<file path="config.mk">
export PLATFORM = sky130hd
export DESIGN_NAME = oped_axil_regfile_flat
export DESIGN_NICKNAME = d
export VERILOG_FILES = /design/src/rtl/oped_axil_regfile_if.sv /design/src/rtl/oped_axil_regfile.sv /design/src/flat_wrapper.sv
export SDC_FILE = /design/constraint.sdc
export NUM_CORES = 1
export LEC_CHECK = 0
export CORE_MARGIN = 3
export CORE_UTILIZATION = 64
export DETAILED_ROUTE_END_ITERATION = 7
export PLACE_DENSITY = 0.85
export SLEW_MARGIN = 15
export SYNTH_ARGS = -nofsm -noshare
export SYNTH_HDL_FRONTEND = slang
export SYNTH_SLANG_ARGS = --single-unit
</file>
<file path="constraint.sdc">
create_clock -name ACLK -period 7.1 [get_ports ACLK]
set_clock_uncertainty 0.15 [all_clocks]
set_input_delay 2.13 -clock ACLK [delete_from_list [all_inputs] [get_ports ACLK]]
set_output_delay 2.13 -clock ACLK [all_outputs]
set_load 0.01 [all_outputs]
</file>
<file path="src/rtl/oped_axil_regfile_if.sv">
// AXI4-Lite bus bundle between the OPED control-plane master and its register slaves.
interface oped_axil_regfile_if;
   logic [31:0] awaddr;
   logic [2:0]  awprot;
   logic        awvalid;
   logic        awready;
   logic [31:0] wdata;
   logic [3:0]  wstrb;
   logic        wvalid;
   logic        wready;
   logic [1:0]  bresp;
   logic        bvalid;
   logic        bready;
   logic [31:0] araddr;
   logic [2:0]  arprot;
   logic        arvalid;
   logic        arready;
   logic [31:0] rdata;
   logic [1:0]  rresp;
   logic        rvalid;
   logic        rready;

   modport master (
      output awaddr, awprot, awvalid, wdata, wstrb, wvalid, bready,
             araddr, arprot, arvalid, rready,
      input  awready, wready, bresp, bvalid, arready, rdata, rresp, rvalid
   );

   modport slave (
      input  awaddr, awprot, awvalid, wdata, wstrb, wvalid, bready,
             araddr, arprot, arvalid, rready,
      output awready, wready, bresp, bvalid, arready, rdata, rresp, rvalid
   );
endinterface

</file>
<file path="src/rtl/oped_axil_regfile.sv">
// AXI4-Lite register bank: ID, free-running cycle counter, byte-writable control and scratch words.
module oped_axil_regfile #(
   parameter int          NUM_REGS  = 16,
   parameter logic [31:0] BASE_ADDR = 32'h0000_0000,
   parameter logic [31:0] ID_VALUE  = 32'h4F50_4544
) (
   input  logic                  ACLK,
   input  logic                  ARESETN,
   oped_axil_regfile_if.slave    s_axi,
   output logic [31:0]           CTRL
);
   localparam int          IDXW = $clog2(NUM_REGS);
   localparam logic [31:0] SPAN = 32'(4 * NUM_REGS);
   localparam logic [1:0]  RESP_OKAY   = 2'b00;
   localparam logic [1:0]  RESP_SLVERR = 2'b10;

   logic        rdy_q, rdy_d;
   logic        aw_held_q, aw_held_d;
   logic [31:0] awaddr_q, awaddr_d;
   logic        w_held_q, w_held_d;
   logic [31:0] wdata_q, wdata_d;
   logic [3:0]  wstrb_q, wstrb_d;
   logic        bvalid_q, bvalid_d;
   logic [1:0]  bresp_q, bresp_d;
   logic        rvalid_q, rvalid_d;
   logic [1:0]  rresp_q, rresp_d;
   logic [31:0] rdata_q, rdata_d;
   logic [31:0] cnt_q, cnt_d;
   logic [31:0] regs_q [2:NUM_REGS-1];
   logic [31:0] regs_d [2:NUM_REGS-1];

   logic            aw_hs, w_hs, ar_hs, commit;
   logic [31:0]     wr_addr, wr_data, wr_off, rd_off, rd_mux;
   logic [3:0]      wr_strb;
   logic            wr_in, rd_in;
   logic [IDXW-1:0] wr_idx, rd_idx;
   logic            unused_bits;

   // rdy_q keeps all readies low for the first cycle out of reset.
   assign s_axi.awready = rdy_q & ~aw_held_q & ~bvalid_q;
   assign s_axi.wready  = rdy_q & ~w_held_q & ~bvalid_q;
   assign s_axi.arready = rdy_q & ~rvalid_q;
   assign s_axi.bvalid  = bvalid_q;
   assign s_axi.bresp   = bresp_q;
   assign s_axi.rvalid  = rvalid_q;
   assign s_axi.rresp   = rresp_q;
   assign s_axi.rdata   = rdata_q;
   assign CTRL          = regs_q[2];

   assign aw_hs  = s_axi.awvalid & s_axi.awready;
   assign w_hs   = s_axi.wvalid & s_axi.wready;
   assign ar_hs  = s_axi.arvalid & s_axi.arready;
   assign commit = (aw_held_q | aw_hs) & (w_held_q | w_hs);

   assign wr_addr = aw_held_q ? awaddr_q : s_axi.awaddr;
   assign wr_data = w_held_q ? wdata_q : s_axi.wdata;
   assign wr_strb = w_held_q ? wstrb_q : s_axi.wstrb;
   // Unsigned subtraction makes addresses below the base wrap high and fail the span test.
   assign wr_off  = wr_addr - BASE_ADDR;
   assign rd_off  = s_axi.araddr - BASE_ADDR;
   assign wr_in   = wr_off < SPAN;
   assign rd_in   = rd_off < SPAN;
   assign wr_idx  = wr_off[IDXW+1:2];
   assign rd_idx  = rd_off[IDXW+1:2];

   assign unused_bits = ^{s_axi.awprot, s_axi.arprot, wr_off[1:0], rd_off[1:0]};

   always_comb begin
      rd_mux = 32'h0;
      if (rd_idx == IDXW'(0)) begin
         rd_mux = ID_VALUE;
      end else if (rd_idx == IDXW'(1)) begin
         rd_mux = cnt_q;
      end else begin
         for (int i = 2; i < NUM_REGS; i++) begin
            if (rd_idx == IDXW'(i)) rd_mux = regs_q[i];
         end
      end
   end

   always_comb begin
      rdy_d     = 1'b1;
      aw_held_d = aw_held_q;
      awaddr_d  = awaddr_q;
      w_held_d  = w_held_q;
      wdata_d   = wdata_q;
      wstrb_d   = wstrb_q;
      bvalid_d  = bvalid_q;
      bresp_d   = bresp_q;
      rvalid_d  = rvalid_q;
      rresp_d   = rresp_q;
      rdata_d   = rdata_q;
      cnt_d     = cnt_q + 32'd1;
      for (int i = 2; i < NUM_REGS; i++) regs_d[i] = regs_q[i];

      if (aw_hs) begin
         aw_held_d = 1'b1;
         awaddr_d  = s_axi.awaddr;
      end
      if (w_hs) begin
         w_held_d = 1'b1;
         wdata_d  = s_axi.wdata;
         wstrb_d  = s_axi.wstrb;
      end
      if (bvalid_q && s_axi.bready) bvalid_d = 1'b0;
      if (commit) begin
         aw_held_d = 1'b0;
         w_held_d  = 1'b0;
         bvalid_d  = 1'b1;
         bresp_d   = wr_in ? RESP_OKAY : RESP_SLVERR;
         for (int i = 2; i < NUM_REGS; i++) begin
            for (int b = 0; b < 4; b++) begin
               if (wr_in && wr_idx == IDXW'(i) && wr_strb[b]) regs_d[i][8*b +: 8] = wr_data[8*b +: 8];
            end
         end
      end

      if (rvalid_q && s_axi.rready) rvalid_d = 1'b0;
      // Read samples pre-commit register contents, so a same-edge write is not visible.
      if (ar_hs) begin
         rvalid_d = 1'b1;
         rresp_d  = rd_in ? RESP_OKAY : RESP_SLVERR;
         rdata_d  = rd_in ? rd_mux : 32'h0;
      end
   end

   always_ff @(posedge ACLK or negedge ARESETN) begin
      if (!ARESETN) begin
         rdy_q     <= 1'b0;
         aw_held_q <= 1'b0;
         awaddr_q  <= 32'h0;
         w_held_q  <= 1'b0;
         wdata_q   <= 32'h0;
         wstrb_q   <= 4'h0;
         bvalid_q  <= 1'b0;
         bresp_q   <= 2'b00;
         rvalid_q  <= 1'b0;
         rresp_q   <= 2'b00;
         rdata_q   <= 32'h0;
         cnt_q     <= 32'h0;
         for (int i = 2; i < NUM_REGS; i++) regs_q[i] <= 32'h0;
      end else begin
         rdy_q     <= rdy_d;
         aw_held_q <= aw_held_d;
         awaddr_q  <= awaddr_d;
         w_held_q  <= w_held_d;
         wdata_q   <= wdata_d;
         wstrb_q   <= wstrb_d;
         bvalid_q  <= bvalid_d;
         bresp_q   <= bresp_d;
         rvalid_q  <= rvalid_d;
         rresp_q   <= rresp_d;
         rdata_q   <= rdata_d;
         cnt_q     <= cnt_d;
         for (int i = 2; i < NUM_REGS; i++) regs_q[i] <= regs_d[i];
      end
   end
endmodule
</file>
<file path="src/flat_wrapper.sv">
// flat-port wrapper written by rule: the top's interface ports become plain ports
module oped_axil_regfile_flat 
#(
   parameter int          NUM_REGS  = 16,
   parameter logic [31:0] BASE_ADDR = 32'h0000_0000,
   parameter logic [31:0] ID_VALUE  = 32'h4F50_4544
)
  (ACLK, ARESETN, CTRL, s_axi_awaddr, s_axi_awprot, s_axi_awvalid, s_axi_wdata, s_axi_wstrb, s_axi_wvalid, s_axi_bready, s_axi_araddr, s_axi_arprot, s_axi_arvalid, s_axi_rready, s_axi_awready, s_axi_wready, s_axi_bresp, s_axi_bvalid, s_axi_arready, s_axi_rdata, s_axi_rresp, s_axi_rvalid);
  oped_axil_regfile_if s_axi_i ();
  input  logic ACLK;
  input  logic ARESETN;
  output logic [31:0] CTRL;
  input wire logic [$bits(s_axi_i.awaddr)-1:0] s_axi_awaddr;
  input wire logic [$bits(s_axi_i.awprot)-1:0] s_axi_awprot;
  input wire logic [$bits(s_axi_i.awvalid)-1:0] s_axi_awvalid;
  input wire logic [$bits(s_axi_i.wdata)-1:0] s_axi_wdata;
  input wire logic [$bits(s_axi_i.wstrb)-1:0] s_axi_wstrb;
  input wire logic [$bits(s_axi_i.wvalid)-1:0] s_axi_wvalid;
  input wire logic [$bits(s_axi_i.bready)-1:0] s_axi_bready;
  input wire logic [$bits(s_axi_i.araddr)-1:0] s_axi_araddr;
  input wire logic [$bits(s_axi_i.arprot)-1:0] s_axi_arprot;
  input wire logic [$bits(s_axi_i.arvalid)-1:0] s_axi_arvalid;
  input wire logic [$bits(s_axi_i.rready)-1:0] s_axi_rready;
  output wire logic [$bits(s_axi_i.awready)-1:0] s_axi_awready;
  output wire logic [$bits(s_axi_i.wready)-1:0] s_axi_wready;
  output wire logic [$bits(s_axi_i.bresp)-1:0] s_axi_bresp;
  output wire logic [$bits(s_axi_i.bvalid)-1:0] s_axi_bvalid;
  output wire logic [$bits(s_axi_i.arready)-1:0] s_axi_arready;
  output wire logic [$bits(s_axi_i.rdata)-1:0] s_axi_rdata;
  output wire logic [$bits(s_axi_i.rresp)-1:0] s_axi_rresp;
  output wire logic [$bits(s_axi_i.rvalid)-1:0] s_axi_rvalid;
  assign s_axi_i.awaddr = s_axi_awaddr;
  assign s_axi_i.awprot = s_axi_awprot;
  assign s_axi_i.awvalid = s_axi_awvalid;
  assign s_axi_i.wdata = s_axi_wdata;
  assign s_axi_i.wstrb = s_axi_wstrb;
  assign s_axi_i.wvalid = s_axi_wvalid;
  assign s_axi_i.bready = s_axi_bready;
  assign s_axi_i.araddr = s_axi_araddr;
  assign s_axi_i.arprot = s_axi_arprot;
  assign s_axi_i.arvalid = s_axi_arvalid;
  assign s_axi_i.rready = s_axi_rready;
  assign s_axi_awready = s_axi_i.awready;
  assign s_axi_wready = s_axi_i.wready;
  assign s_axi_bresp = s_axi_i.bresp;
  assign s_axi_bvalid = s_axi_i.bvalid;
  assign s_axi_arready = s_axi_i.arready;
  assign s_axi_rdata = s_axi_i.rdata;
  assign s_axi_rresp = s_axi_i.rresp;
  assign s_axi_rvalid = s_axi_i.rvalid;
  oped_axil_regfile #(.NUM_REGS(NUM_REGS), .BASE_ADDR(BASE_ADDR), .ID_VALUE(ID_VALUE)) u_core (.ACLK(ACLK), .ARESETN(ARESETN), .s_axi(s_axi_i), .CTRL(CTRL));
endmodule
</file>
After elaboration in Yosys (flattened, before gate mapping)
Cells that the tools add are included.
{"block": "classes", "add_sub_neg": 1, "order_cmp": 2, "n_eq_ne": 29, "muxes": 30, "bitwise": 15, "reduce_logical": 133}
{"operator": "two-way mux 32 bit", "n": 19}
{"operator": "AND reduction 2 bit", "n": 56}
{"operator": "logical AND 1 bit", "n": 72}
{"operator": "== test 4 bit, second input constant", "n": 16}
{"operator": "less-than comparator 32 x 7 -> 1 bit, second input constant", "n": 2}
{"operator": "adder 32 x 1 -> 32 bit, second input constant", "n": 1}
{"operator": "== test 4 x 3 -> 1 bit, second input constant", "n": 8}
{"operator": "== test 4 x 2 -> 1 bit, second input constant", "n": 4}
{"operator": "bitwise AND 1 bit", "n": 9}
{"operator": "two-way mux 1 bit", "n": 8}
{"operator": "nonzero test 2 bit", "n": 4}
{"operator": "== test 4 x 1 -> 1 bit, second input constant", "n": 1}
{"operator": "logical NOT 4 bit", "n": 1}
{"operator": "two-way mux 2 bit", "n": 2}
{"operator": "two-way mux 4 bit", "n": 1}
{"operator": "NOT 1 bit", "n": 4}
{"operator": "bitwise OR 1 bit", "n": 2}
{"block": "word_totals", "regBits": 589, "in_bits": 113}

Longest topological paths before layout
Gate-level depths: netlist (run 1).
{"block": "logic_depth", "depth_word": 18, "depth_mapped": 9, "ltp_nobuf": 6}

Worst setup path before layout (run 1)
Ideal clock, no wire load.
{"block": "synth_path", "path_type": "in2reg", "start": "input s_axi_awaddr[19]", "end": "register u_core.regs_q[259] in the netlist's numbering", "setup_time_ns": 0.125, "arrival_ns": 4.338, "required_ns": 6.825, "path_slack_ns": 2.487, "path_stages": 7, "cell_sequence": "or3_1 > or3_1 > clkbuf_1 > clkbuf_1 > buf_2 > a211oi_4 > mux2_2"}
{"block": "synth_via", "elab_chain_cells": 5}
{"element": "start: declaration", "line": "flat_wrapper.sv:13", "source": "input wire logic [$bits(s_axi_i.awaddr)-1:0] s_axi_awaddr;"}
{"element": "two-way mux 32 bit", "line": "oped_axil_regfile.sv:55", "source": "assign wr_addr = aw_held_q ? awaddr_q : s_axi.awaddr;"}
{"element": "less-than comparator 32 x 7 -> 1 bit", "line": "oped_axil_regfile.sv:61", "source": "assign wr_in = wr_off < SPAN;"}
{"element": "logical AND 1 bit (2 in series)", "line": "oped_axil_regfile.sv:113", "source": "if (wr_in && wr_idx == IDXW'(i) && wr_strb[b]) regs_d[i][8*b +: 8] = wr_data[8*b +: 8];"}
{"element": "AND reduction 2 bit (no line)"}
{"element": "end: declaration", "line": "oped_axil_regfile.sv:29", "source": "logic [31:0] regs_q [2:NUM_REGS-1];"}
Every way passes these cells.
A chain may end at the register's enable or synchronous reset.

Final worst setup path (run 1)
{"block": "layout_path", "start": "input s_axi_awaddr[19]", "end": "register u_core.regs_q[136] in the netlist's numbering"}
Same word-level chain as after synthesis.

==> results of run 1 <==
[power by group through the flow]
| stage | Sequential (uW) | Clock [uW] | Combinational [uW] |
|---|---|---|---|
| final | 3700 | 3240 | 1220 |
| after detailed placement | 3760 | 0 | 1180 |
| after global routing | 3730 | 3390 | 1290 |
| after floorplan | 3670 | 0 | 783 |
| after global placement | 3740 | 0 | 1140 |
| after CTS | 3700 | 3260 | 1190 |
[kinds of logic (layout without fill, tap and decap cells)]
| kind of cell | Yosys count | after routing | synth area share |
|---|---|---|---|
| DFF | 585 | 585 | 0.515 |
| other | 2 | 3 | 0.000264 |
| and+or+nand+nor | 339 | 339 | 0.0628 |
| adders and majority gates | 1 | 1 | 0.000440 |
| xor gates and xnor gates | 30 | 30 | 0.00925 |
| AOI/OAI and AO/OA | 465 | 465 | 0.127 |
| buffers and inverters | 215 | 356 | 0.0335 |
| muxes | 630 | 630 | 0.252 |
[final cells by class]
class / instances / area [sq um] / area share
Clock inverter: 25 / 289 / 0.00888
Inverter: 14 / 52.6 / 0.00162
Sequential cell: 585 / 14600 / 0.450
Multi-Input combinational cell: 1468 / 12900 / 0.396
Clock buffer: 86 / 1740 / 0.0535
Timing Repair Buffer: 231 / 2210 / 0.0680
Tap cell: 585 / 732 / 0.0225
[worst max-delay path by stage]
| stage | from | endpoint | cells past startpoint |
|---|---|---|---|
| finish | s_axi_awaddr[19] | u_core.regs_q[136] | 6 |
| global route | s_axi_awaddr[23] | u_core.regs_q[136] | 7 |
| CTS | s_axi_awaddr[19] | u_core.regs_q[121] | 6 |
| detailed placement | s_axi_awaddr[19] | u_core.regs_q[143] | 6 |
| global placement | s_axi_awaddr[19] | u_core.regs_q[315] | 6 |
| floorplan | s_axi_awaddr[19] | u_core.regs_q[259] | 7 |
[worst max-delay path: stages]
cell	delay, ps
clkdlybuf4s50_1	440
or3_1	430
or3_2	500
buf_4	390
a211oi_2	1100
mux2_2	430
[sequential cells by signal, indices dropped and copies added, names as in the netlist, 4 cells and up]
name / count
u_core.cnt_q: 32
u_core.s_axi.rdata: 32
u_core.regs_q: 416
u_core.wstrb_q: 4
u_core.awaddr_q: 30
u_core.CTRL: 32
u_core.wdata_q: 32
[Yosys cell counts, drive strengths merged (26+ instances only)]
cell,instances,share of area
o21ai,79,0.014
a22oi,40,0.011
clkbuf,135,0.018
a21oi,70,0.012
mux2,584,0.23
nor2,50,0.0066
dfrtp,585,0.52
mux2i,37,0.013
buf,66,0.014
nand3,26,0.0046
a211oi,60,0.027
nand2,102,0.013
[cells in the final DEF, fill, tap and decap left out, types with 13 or more instances in the layout]
master           instances
a211oi_2                39
a21oi_1                 70
a221oi_1                23
a22o_1                  19
a22oi_1                 40
buf_4                   56
clkbuf_1                13
clkbuf_16               61
clkdlybuf4s50_1        168
clkinv_2                14
dfrtp_1                584
mux2_2                 578
mux2i_1                 37
nand2_1                102
nand2b_1                17
nand3_1                 26
nand4_1                 13
nor2_1                  50
nor2b_1                 19
nor3_1                  19
nor4_1                  15
o21ai_0                 76
o221ai_1                16
o22ai_1                 23
o2bb2ai_1               14
xnor2_1                 22
[metrics by stage]
stage | utilization | hold WS (ps) | instances
global placement | 0.702 | 307 | 2883
detailed placement | 0.702 | 308 | 2883
CTS | 0.749 | 322 | 2994
floorplan | - | 303 | 2268
finish | 0.749 | 318 | 2994
global route | 0.749 | 344 | 2994
[layer usage]
metal	wire, um	track usage	vias to the layer above
met2	39500	0.570	1363
met3	8920	0.0872	323
met1	31500	0.458	10700
met4	5420	0.207	2
met5	11	0	-
li1	-	-	8639
==> metrics, run 1 <==
status complete, no violations; Pleak approximately 0.015 uW; largest net degree at the start of global routing approximately 150; Wirelength per Cell 28.5 um; die height around 220 um; FFs w/ async S/R, synth 1.00; final setup fails 0; P_sw around 2300 uW; RePlAce Congestion 0.918; synthesized area between 20000 and 30000 sq um; Final min period ~5000 ps; Antenna diodes 0; Worst R2R Start u_core.aw_held_q; worst hold path class flip-flop to flip-flop; initial antenna violation count 1; PostCTS Resize Cnt 0; maxcap violations 0; Switching Share 0.276; Detail Route Antenna Nets 0; Crit. End Element flip-flop; PwrDens approximately 250 nW/um^2; Ys Warns 0; CTS HTree Levels 2; area added between synthesis and finish 14.5%; Worst Hold Depth 2; ys flop type dfrtp_1; vias in the first global route approximately 22000; die area around 47000 sq um; root buf cell clkbuf_16; initial detailed-routing violation count roughly 2500; Synth Area per Inst about 13 sq um; core area 43500 sq um; slew margin rel. 0.174; worst setup margin just under 2000 ps; Worst-path clk slew approximately 60 ps; setup TNS 0 ps; CTS tree yes; Post-synth EDFFs 0; fill count between 2000 and 3000; post-route cell area roughly 33000 sq um; CTS Hold Bufs 0; drc violations 0; Die X between 200 and 250 um; startpoint class of the critical path input port; Nets ~2500; synth unique cells between 70 and 80; proportion of layout cells with a drive suffix above 1 0.342; All-Layer GR Usage 0.360; Register-to-Register Setup Slack 3040 ps; GRT overflow 0; hpwl dp ~54000 um; row count between 70 and 80; Via Count 21000; CP arrival 5500 ps; vias per cell 7.02; final hold violation count 0; Initial Util 0.654; Mapped Cells around 2300; CP max FO 49; fin. max-slew vios 0; worst slack, placed between 1500 and 2000 ps; IO buf count roughly 170; FMAX between 150 and 200 MHz; first-pass GRT wire length about 130000 um; peak supply drop 0.246 mV; RR Endpoint u_core.regs_q[136]; Comb pwr share 0.149; critical path class input port to flip-flop; R2R depth 6; sequential-to-total area share from yosys stat 0.515; Boundary Pins around 190; Slew @ Worst Pin approximately 1200 ps; total CTS buffers 60; RSZ-0062 raised after global routing no; drt first pass iters 8; Power Total between 8000 and 9000 uW; Hold Path End u_core.s_axi.rdata[27]; Sink Count roughly 600; final worst-path cycle share 0.725; maximum clock path buffer count 3; internal power a little under 6000 uW; WP data required 7450 ps; clk_lat worst skew between 600 and 700 ps; Placed Area about 30000 sq um; Setup Buffers After CTS 0; Yosys reg bits roughly 590; power share of the sequential group 0.454; routed wire length ~85000 um; hold path start u_core.s_axi.rdata[27]; Clk network pwr share 0.397
No activity file was read; power rests on OpenSTA's default activity.
==> inputs of run 2 (changes only) <==
CORE_UTILIZATION = 54   (was 64)
PLACE_DENSITY = 0.77   (was 0.85)
clock period = 4.12 ns   (was 7.1 ns; I/O delays follow)
==> run 2 against run 1 <==
Against the previous run:
- non-clock buffer count rose by 97
- sequential share of layout area shrank 1.4 points
- clock power increased by 74%
- sequential cell count unchanged
- global-route usage decreased by 5.0 points
- power is 74% higher
- critical path depth up 2
- final cell count grew 6.4%
- via count up 0.68%
- clock-buffer cell count is 3 higher
- first-iteration DRC count fell by 11%
- largest cell class unchanged
- highest routed layer is now met4
==> metrics, run 2 (same netlist as run 1, synthesis figures left out) <==
Via Count 21200; PostCTS Resize Cnt 0; M1 WL roughly 34000 um; total CTS buffers 60; GRT overflow 0; first-pass GRT wire length 133000 um; Register-to-Register Setup Slack ~760 ps; DR top layer met4; RePlAce Congestion between 0.9 and 1; critical path class input port to flip-flop; Pleak approximately 0.015 uW; final setup fails 0; Sink Count roughly 590; initial antenna violation count 1; met2 wire len about 41000 um; CTS Hold Bufs 0; clk_lat worst skew roughly 630 ps; fin. max-slew vios 0; P_sw between 3000 and 4000 uW; final worst-path cycle share 0.857; Worst-path clk slew 60 ps; Seq. cell area roughly 15000 sq um; Worst R2R Start u_core.awaddr_q[30]; RR Endpoint u_core.regs_q[334]; slew margin rel. 0.284; RSZ-0062 raised after global routing no; WP data required roughly 4500 ps; CP max FO 8; final hold violation count 0; root buf cell clkbuf_16; Slew @ Worst Pin 1070 ps; Crit. End Element flip-flop; peak supply drop 0.363 mV; Critical Path Start s_axi_awaddr[3]; IO buf count around 170; Comb pwr share 0.158; area added between synthesis and finish 18.3%; Initial Util 0.549; initial detailed-routing violation count 2238; Detail Route Antenna Nets 0; max FFs per register roughly 420; core area between 50000 and 60000 sq um; PwrDens around 420 nW/um^2; Switching Share 0.277; Setup Buffers After CTS 0; most frequent cells in the layout dfrtp_1, mux2_2, clkdlybuf4s50_1; largest net degree at the start of global routing roughly 110; Wirelength per Cell roughly 27 um; hpwl dp slightly below 60000 um; Top reg by flops u_core.regs_q; Util after Layout 0.650; vias in the first global route 22100; most common cell after layout, fill and taps aside dfrtp_1; Worst Hold Depth 2; Final min period 3530 ps; Clk network pwr share 0.397; status complete, no violations; proportion of layout cells with a drive suffix above 1 0.365; CTS tree yes; row count slightly above 80; Die X around 240 um; CTS HTree Levels 2; routed wire length about 87000 um; maximum clock path buffer count 3; R2R depth 7; CP arrival 3890 ps; worst hold path class flip-flop to flip-flop; Worst setup endpoint u_core.regs_q[61]; met3 WL post-DR 7120 um; fill count between 3000 and 4000; drc violations 0; FMAX between 200 and 300 MHz; setup TNS 0 ps; internal power slightly above 10000 uW; Multi-input gate area between 10000 and 15000 sq um; die height roughly 240 um; drt first pass iters 6; maxcap violations 0; All-Layer GR Usage 0.311; die area ~55000 sq um; vias per cell 6.64; startpoint class of the critical path input port; power share of the sequential group 0.446; Boundary Pins about 190; Nets 2571
==> run 2: cell count changes in the layout (fill, tap and decap cells not counted), moves of 2 or more <==
| cell | delta |
|---|---|
| buf_12 | +18 |
| clkinv_2 | -4 |
| buf_4 | +79 |
| clkinvlp_4 | -2 |
| clkbuf_8 | +2 |
| inv_1 | +2 |
| clkinv_4 | +2 |
==> run 2: worst max-delay path, cell delays in order <==
cell	delay, ps
clkdlybuf4s50_1	550
or3b_2	470
a222oi_1	350
buf_4	290
nand2_1	160
a211oi_2	240
buf_4	240
mux2_2	350
==> run 2: worst min-delay path by stage <==
stage,endpoint,start
final,u_core.s_axi.rdata[25],u_core.s_axi.rdata[25]
after global routing,u_core.regs_q[370],u_core.regs_q[370]
after CTS,u_core.s_axi.rdata[25],u_core.s_axi.rdata[25]
after detailed placement,u_core.s_axi.rdata[25],u_core.s_axi.rdata[25]
after global placement,u_core.s_axi.rdata[25],u_core.s_axi.rdata[25]
after floorplan,u_core.regs_q[258],u_core.regs_q[258]
==> run 2: per-layer routing <==
layer  vias to the layer above  GRT usage
met3                       304     0.0544
met5                         -          0
met1                     10900      0.401
li1                       8843          -
met4                         0      0.179
met2                      1118      0.497
==> run 2: cell type report <==
| cell class | instances | area share |
|---|---|---|
| clock inverter | 20 | 0.00782 |
| antenna | 1 | 0.0000745 |
| timing repair buffer | 328 | 0.0942 |
| sequential | 585 | 0.436 |
| tap | 680 | 0.0253 |
| multi-input combinational | 1468 | 0.383 |
| clock buffer | 89 | 0.0527 |
| inverter | 14 | 0.00156 |
==> run 2: power groups by stage <==
stage | Combinational [uW] | Clock (uW) | Sequential, uW
after detailed placement | 2210 | 0 | 6430
after CTS | 2220 | 5680 | 6320
after global placement | 2120 | 0 | 6390
after global routing | 2380 | 5910 | 6370
final | 2240 | 5630 | 6320
after floorplan | 1350 | 0 | 6330
==> run 2: stage by stage <==
step	instance area [sq um]	cells	worst slack [ps]	hold WS (ps)	total power (uW)
5_1_grt	33600	3184	526	362	14700
6_report	33600	3185	588	331	14200
4_1_cts	33600	3184	658	336	14200
3_5_place_dp	31600	3075	21.2	323	8630
3_3_place_gp	31600	3075	87.8	308	8510
2_1_floorplan	28400	2268	401	303	7680
==> inputs of run 3 (changes only) <==
GPL_ROUTABILITY_DRIVEN = 0   (was unset)
==> run 3 against run 2 <==
Against the previous run:
- utilization rose by 0.087 points
- sequential share of layout area is 0.058 points lower
- critical endpoint is now u_core.regs_q[56]
- cell area is 0.13% higher
- critical path depth unchanged
- global-route usage increased by 0.17 points
==> metrics, run 3 (same netlist as run 1, synthesis figures left out) <==
drt first pass iters 6; Slew @ Worst Pin roughly 1100 ps; Nets 2578; Util after Layout 0.651; CP max FO 8; area added between synthesis and finish 18.4%; CTS Hold Bufs 0; routed wire length ~87000 um; WP data required about 4500 ps; GRT overflow 0; maximum clock path buffer count 3; Antenna diodes 0; Wirelength per Cell between 20 and 30 um; Sink Count 585; root buf cell clkbuf_16; fill count approximately 3800; initial antenna violation count 0; Via Count approximately 21000; most common cell after layout, fill and taps aside dfrtp_1; vias in the first global route around 22000; clk_lat worst skew between 600 and 700 ps; final worst-path cycle share 0.882; Power Total around 14000 uW; PostCTS Resize Cnt 0; slew margin rel. 0.286; Setup Buffers After CTS 0; Top reg by flops u_core.regs_q; CP arrival approximately 4000 ps; IO buf count 173; hold slack 319 ps; Detail Route Antenna Nets 0; die height 235 um; startpoint class of the critical path input port; Placed Area 31700 sq um; Initial Util 0.549; RSZ-0062 raised after global routing no; Die X 235 um; peak supply drop 0.386 mV; PwrDens about 420 nW/um^2; largest net degree at the start of global routing 99; core area slightly above 50000 sq um; hpwl dp 59500 um; CTS tree yes; max FFs per register around 420; final hold violation count 0; drc violations 0; maxcap violations 0; FMAX about 280 MHz; post-route cell area ~34000 sq um; Final min period between 3000 and 4000 ps; row count 83; die area roughly 55000 sq um; Boundary Pins 186; final setup fails 0; fin. max-slew vios 0; worst hold path class flip-flop to flip-flop; status complete, no violations; vias per cell between 6 and 7; All-Layer GR Usage 0.312; CTS HTree Levels 2; setup TNS 0 ps; initial detailed-routing violation count 2469; Pleak around 0.015 uW; most frequent cells in the layout dfrtp_1, mux2_2, clkdlybuf4s50_1; total CTS buffers 60; R2R depth 7; Worst Hold Depth 2; Crit. End Element flip-flop; first-pass GRT wire length 134000 um; critical path class input port to flip-flop; proportion of layout cells with a drive suffix above 1 0.364; Worst-path clk slew 60 ps
run 3: cell type report:
class | count | area [sq um] | share of cell area
clock buffers | 93 | 1740 | 0.0516
repair buffers | 335 | 3280 | 0.0975
clock inverters | 19 | 231 | 0.00688
well taps | 680 | 851 | 0.0253
flip-flops and latches | 585 | 14600 | 0.435
multi-input cells | 1468 | 12900 | 0.382
inverters | 14 | 52.6 | 0.00156
run 3: power by group:
part / switching (uW) / leakage [uW] / internal (uW)
registers: 226 / 0.00800 / 6100
logic: 1420 / 0.00628 / 846
clock network: 2330 / 0.000966 / 3150
run 3: stage by stage:
| stage | setup slack [ps] | instances |
|---|---|---|
| after floorplan | 401 | 2268 |
| after global placement | 71.7 | 3082 |
| after detailed placement | -89.2 | 3082 |
| after CTS | 569 | 3194 |
| after global routing | 418 | 3194 |
| final | 487 | 3194 |
run 3: layer usage:
| layer | GRT usage | up-vias | wire [um] |
|---|---|---|---|
| met4 | 0.172 | 0 | 5610 |
| met1 | 0.399 | 10700 | 33400 |
| met2 | 0.498 | 1101 | 40900 |
| li1 | - | 8865 | - |
| met5 | 0 | - | 0 |
| met3 | 0.0671 | 308 | 7360 |
run 3: critical path: stages:
cell and delay [ps]:
clkdlybuf4s50_1 540, or3b_2 470, a222oi_1 440, buf_4 310, nand2_1 160, a211oi_2 240, buf_4 240, mux2_2 360
run 3: worst paths after layout:
path / start / end / slack (ps)
max: s_axi_awaddr[3] / u_core.regs_q[56] / 490
min: u_core.s_axi.rdata[25] / u_core.s_axi.rdata[25] / 320
max reg2reg: u_core.awaddr_q[30] / u_core.regs_q[364] / 660
min reg2reg: u_core.s_axi.rdata[25] / u_core.s_axi.rdata[25] / 320
max in group asynchronous: ARESETN / u_core.regs_q[301] / 2370
min in group asynchronous: ARESETN / u_core.regs_q[385] / 520
